## src/rtl/gate_test_pkg.sv

```systemverilog
// Shared definitions for the gate vector sequencer: FSM state encoding and
// reference-function select codes.
package gate_test_pkg;

  typedef enum logic [1:0] {
    ST_IDLE   = 2'd0,
    ST_APPLY  = 2'd1,
    ST_SAMPLE = 2'd2,
    ST_DONE   = 2'd3
  } gvs_state_t;

  localparam logic [1:0] OP_AND  = 2'b00;
  localparam logic [1:0] OP_OR   = 2'b01;
  localparam logic [1:0] OP_XOR  = 2'b10;
  localparam logic [1:0] OP_NAND = 2'b11;

endpackage

```

## src/rtl/gate_ref_model.sv

```systemverilog
// Combinational reference: the expected gate output for a given vector under
// the selected reduction function.
module gate_ref_model
  import gate_test_pkg::*;
#(
  parameter int N_IN = 2
) (
  input  logic [1:0]      op,
  input  logic [N_IN-1:0] vec,
  output logic            expected
);

  always_comb begin
    expected = 1'b0;
    case (op)
      OP_AND:  expected = &vec;
      OP_OR:   expected = |vec;
      OP_XOR:  expected = ^vec;
      OP_NAND: expected = ~&vec;
      default: expected = 1'b0;
    endcase
  end

endmodule

```

## src/rtl/gate_vector_sequencer.sv

```systemverilog
// Exhaustive stimulus/check sequencer for a small combinational gate.
// Optional macro GVS_STOP_ON_FAIL_EN ends the sweep at the first mismatch.
module gate_vector_sequencer
  import gate_test_pkg::*;
#(
  parameter int N_IN        = 2,
  parameter int HOLD_CYCLES = 4
) (
  input  logic            clk,
  input  logic            rst,
  input  logic            start,
  input  logic [1:0]      op_sel,
  output logic [N_IN-1:0] vec_out,
  output logic            vec_valid,
  input  logic            dut_y,
  output logic            busy,
  output logic            done,
  output logic            pass,
  output logic [N_IN:0]   err_count,
  output logic [N_IN-1:0] first_fail
);

  localparam int CNT_W = (HOLD_CYCLES > 1) ? $clog2(HOLD_CYCLES) : 1;
  localparam logic [CNT_W-1:0] CNT_LAST = CNT_W'(HOLD_CYCLES - 1);
  localparam logic [N_IN-1:0]  VEC_LAST = '1;
  localparam logic [N_IN:0]    ERR_MAX  = {1'b1, {N_IN{1'b0}}};

  gvs_state_t      state_q, state_n;
  logic [N_IN-1:0] vec_q, vec_n;
  logic            valid_q, valid_n;
  logic            busy_q, busy_n;
  logic            done_q, done_n;
  logic            pass_q, pass_n;
  logic [N_IN:0]   err_q, err_n;
  logic [N_IN-1:0] ff_q, ff_n;
  logic [CNT_W-1:0] cnt_q, cnt_n;
  logic [1:0]      op_q, op_n;

  logic expected;
  logic mismatch;
  logic finish;

  gate_ref_model #(.N_IN(N_IN)) u_ref (
    .op       (op_q),
    .vec      (vec_q),
    .expected (expected)
  );

  assign mismatch = (dut_y != expected);

  // Next-state and next-result logic; every register holds unless a state acts on it.
  always_comb begin
    state_n = state_q;
    vec_n   = vec_q;
    valid_n = valid_q;
    busy_n  = busy_q;
    done_n  = done_q;
    pass_n  = pass_q;
    err_n   = err_q;
    ff_n    = ff_q;
    cnt_n   = cnt_q;
    op_n    = op_q;
    finish  = 1'b0;

    case (state_q)
      ST_IDLE, ST_DONE: begin
        if (start) begin
          state_n = ST_APPLY;
          vec_n   = '0;
          valid_n = 1'b1;
          busy_n  = 1'b1;
          done_n  = 1'b0;
          pass_n  = 1'b0;
          err_n   = '0;
          ff_n    = '0;
          cnt_n   = '0;
          op_n    = op_sel;
        end
      end

      ST_APPLY: begin
        if (cnt_q == CNT_LAST) begin
          state_n = ST_SAMPLE;
          cnt_n   = '0;
        end else begin
          cnt_n = cnt_q + 1'b1;
        end
      end

      ST_SAMPLE: begin
        if (mismatch) begin
          err_n = (err_q == ERR_MAX) ? err_q : err_q + 1'b1;
          if (err_q == '0) begin
            ff_n = vec_q;
          end
        end
`ifdef GVS_STOP_ON_FAIL_EN
        finish = (vec_q == VEC_LAST) || mismatch;
`else
        finish = (vec_q == VEC_LAST);
`endif
        cnt_n = '0;
        if (finish) begin
          state_n = ST_DONE;
          valid_n = 1'b0;
          busy_n  = 1'b0;
          done_n  = 1'b1;
          pass_n  = (err_n == '0);
        end else begin
          state_n = ST_APPLY;
          vec_n   = vec_q + 1'b1;
        end
      end

      default: state_n = ST_IDLE;
    endcase
  end

  // Single register bank; reset abandons any sweep in progress.
  always_ff @(posedge clk) begin
    if (rst) begin
      state_q <= ST_IDLE;
      vec_q   <= '0;
      valid_q <= 1'b0;
      busy_q  <= 1'b0;
      done_q  <= 1'b0;
      pass_q  <= 1'b0;
      err_q   <= '0;
      ff_q    <= '0;
      cnt_q   <= '0;
      op_q    <= OP_AND;
    end else begin
      state_q <= state_n;
      vec_q   <= vec_n;
      valid_q <= valid_n;
      busy_q  <= busy_n;
      done_q  <= done_n;
      pass_q  <= pass_n;
      err_q   <= err_n;
      ff_q    <= ff_n;
      cnt_q   <= cnt_n;
      op_q    <= op_n;
    end
  end

  assign vec_out    = vec_q;
  assign vec_valid  = valid_q;
  assign busy       = busy_q;
  assign done       = done_q;
  assign pass       = pass_q;
  assign err_count  = err_q;
  assign first_fail = ff_q;

endmodule

```

## config.mk

```make
export PLATFORM = sky130hd
export DESIGN_NAME = gate_vector_sequencer
export DESIGN_NICKNAME = d
export VERILOG_FILES = /design/src/rtl/gate_test_pkg.sv /design/src/rtl/gate_ref_model.sv /design/src/rtl/gate_vector_sequencer.sv
export SDC_FILE = /design/constraint.sdc
export NUM_CORES = 1
export LEC_CHECK = 0
export CAP_MARGIN = 15
export CORE_ASPECT_RATIO = 1.5
export CORE_MARGIN = 8
export CORE_UTILIZATION = 40
export CTS_CLUSTER_DIAMETER = 60
export DETAILED_ROUTE_END_ITERATION = 10
export PLACE_DENSITY = 0.66
export SLEW_MARGIN = 0
export SYNTH_ARGS = -nofsm -noshare
export SYNTH_HDL_FRONTEND = slang
export SYNTH_HIERARCHICAL = 1
export SYNTH_SLANG_ARGS = --single-unit
```

## constraint.sdc

```tcl
create_clock -name clk -period 2 [get_ports clk]
set_input_delay 0.3 -clock clk [delete_from_list [all_inputs] [get_ports clk]]
set_output_delay 0.3 -clock clk [all_outputs]
set_load 0.1 [all_outputs]
```

==> results.py <==
metrics = {
    "routing": {
        "via_per_inst": 5.58,
        "post_drt_wl_per_cell_um": 14.2,
        "drc_errors": 0,
        "wl_um": 2320,
        "drtIter0Drc": 23,
        "drtAntennaViolNets": 0,
        "num_vias": 909,
        "drtPass1Iterations": 4,
    },
    "logic_synthesis": {
        "ys_ff_latch": 16,
        "synth-edff-count": 0,
        "synth.area.top_cells": "dfxtp_1 (35%), ha_1 (12%), a21oi_1 (8.7%), nand2_1 (6.1%), inv_1 (4.1%)",
        "synth_cell_types": 30,
        "syn_area_um2": 925,
        "ys_top_cells_by_count": "a21oi_1 (16), dfxtp_1 (16), nand2_1 (15)",
        "yosysTopAreaCell": "dfxtp_1",
        "netlist.area_leader.share_pct": 34.6,
        "synthCells": 117,
        "synthesis.nets": 132,
        "yosysSeqAreaShare_pct": 34.6,
        "syn_avg_cell_area_um2": 7.90,
        "async_flop_share_pct": 0,
        "synth_warnings": 6,
        "ys.flop_type": "dfxtp_1",
    },
    "timing": {
        "drv_slew": 0,
        "timing.final.crit_share_pct": 103,
        "setup_viol": 1,
        "worst_slew_pin_slew_ns": 0.611,
        "fmax_mhz": 484,
        "relSlewSlack_pct": 59.0,
        "finalHoldViolations": 0,
        "fin_crit_ns": 2.07,
        "fin_skew_ns": 0.0123,
        "setup_slack_ns": -0.0668,
        "fin_setup_tns_ns": -0.0668,
        "rsz0062_at_grt": "yes",
    },
    "min_path": {
        "min-delay-path-class": "flip-flop to flip-flop",
        "whs_endpoint": "cnt_q[1]",
        "min_from": "cnt_q[1]",
        "hold_path_depth": 2,
    },
    "die": {
        "die_x_um": 55.3,
        "core_um2": 2210,
        "rows": 21,
        "initial_core_util_pct": 41.9,
        "die_h_um": 74.9,
        "die-area_um2": 4140,
        "io-pin-count": 17,
    },
    "setup_path": {
        "rr_endpoint": "pass",
        "critPathMaxFanout": 7,
        "cp.required_ns": 2.21,
        "rr_startpoint": "vec_out[1]",
        "reg2reg_depth": 9,
        "path_class": "flip-flop to flip-flop",
        "r2r_slack_ns": -0.07,
        "endpoint_kind": "flip-flop",
        "arrival_ns": 2.28,
        "cp-start-kind": "flip-flop",
    },
    "power_and_ir_drop": {
        "finalPower_uw": 684,
        "vdd_drop_max_v": 0.000408,
        "p_per_area_nw_per_um2": 565,
        "p_leak_nw": 0.486,
    },
    "cts": {
        "clockBufferDepth": 2,
        "clkSinkCount": 16,
        "htreeDepth": 1,
        "root_buffer": "clkbuf_4",
        "cts_tree": "built",
        "clk_pin_slew_ns": 0.10,
        "cts_inserted_buffers": 3,
        "cts_hold_buf": 0,
        "clk_latency_ns": 0.29,
    },
    "run_status": {
        "violations": "setup timing",
        "outcome": "finished, violations left",
    },
    "grt": {
        "grt_first_pass_wirelength_um": 3720,
        "grt_max_degree": 17,
        "grt_pass1_vias": 928,
        "antenna_found_initial": 0,
        "track_usage_pct": 10.4,
        "grt_overflow_total": 0,
    },
    "finish": {
        "drive_gt1_share_pct": 27.9,
        "multi_input_area_um2": 598,
        "area.sequential_um2": 328,
        "area_growth_pct": 31.0,
        "utilization_pct": 54.9,
        "fill_cells": 220,
        "final_nets": 156,
        "num_antenna_cells": 0,
    },
    "place": {
        "dp_slack_ns": -0.109,
        "port-buffer-count": 16,
        "gp_congestion": 0.869,
        "dp.final_hpwl_um": 1670,
    },
    "run": {
        "cap_violations": 0,
    },
}
[kinds of logic after synthesis]
kind of cell	Yosys count	synth area share (%)
flip-flops	16	34.6
AND/OR/NAND/NOR	42	22.6
XOR/XNOR	1	1.76
AO/OA/AOI/OAI	33	20.7
multiplexers	1	1.62
adder cells (fa/ha/maj)	9	12.2
buffers and inverters	15	6.50
[through the flow]
| stage | hold slack [ns] | cell area, µm² | std cells |
|---|---|---|---|
| floorplan | 0.436 | 932 | 117 |
| global route | 0.491 | 1210 | 163 |
| global placement | 0.443 | 1110 | 156 |
| CTS | 0.470 | 1130 | 160 |
| finish | 0.468 | 1210 | 163 |
| detailed placement | 0.456 | 1110 | 156 |
[power by group]
group / internal (mW) / switching (mW) / total (mW)
registers: 0.327 / 0.0113 / 0.338
clock network: 0.0724 / 0.105 / 0.177
logic: 0.0610 / 0.107 / 0.168
[area by class of cell]
class | count | area share [%]
tap | 23 | 2.38
sequential | 16 | 27.1
clock inverter | 1 | 0.310
multi-input combinational | 86 | 49.4
inverter | 10 | 3.10
clock buffer | 3 | 1.86
timing repair buffer | 24 | 15.9
[registers in the layout, indices dropped and copies added, names as in the netlist]
register    flops
first_fail      2
op_q            2
done            1
vec_out         2
state_q         2
err_count       3
cnt_q           2
pass            1
busy            1
[metal layers]
metal  part of all wire [%]  up-vias  wire length, µm  track usage (%)
li1                       -      451                -                -
met1                     44      427             1020             10.5
met2                     50       23             1160             20.1
met3                    3.9        8               91             2.19
met4                    1.8        0               42             4.67
met5                      0        -                0                0
[placed cells by master, fill, tap and decap left out, types with 2 or more instances in the layout]
cell type        Yosys  layout
nand3_1              3       3
nand2b_1             4       4
inv_2                0       2
dfxtp_1             16      14
o21ai_0              6       5
inv_1               10       8
a21oi_1             16      16
o21ai_1              3       2
nor3_1               3       3
buf_4                1      19
nor2_1               6       6
clkdlybuf4s50_1      0       5
and3_2               2       2
nand2_1             15      15
ha_1                 9       7
dfxtp_4              0       2
nand4_1              2       2
clkbuf_4             0       3
o21ai_2              0       2
nor2b_2              0       2
[worst max path at each step]
stage               startpoint  endpoint  slack [ns]  cells after the start
finish              vec_out[1]      pass       -0.07                      9
global route        vec_out[1]      pass       -0.15                      9
CTS                 vec_out[1]      pass       -0.13                      9
detailed placement  vec_out[1]      pass       -0.11                      9
global placement    vec_out[1]      pass       -0.05                      9
floorplan           vec_out[1]      pass       -0.21                      9
[repair_timing]
action,4_1_cts,5_1_grt
resized for setup,0,10
setup buffers,0,3
setup endpoints to repair,1,5
pin swaps,0,5
gates cloned,0,0
[worst max-delay path, cell delays in order, from the launching register on]
cell and delay (ns):
dfxtp_4 0.36, inv_2 0.04, ha_4 0.22, nor2b_4 0.12, o21ai_2 0.15, o21ai_2 0.11, xor2_4 0.27, mux2_4 0.33
a2111o_1 0.30, o32ai_2 0.09
No activity file was read; power rests on OpenSTA's default activity.
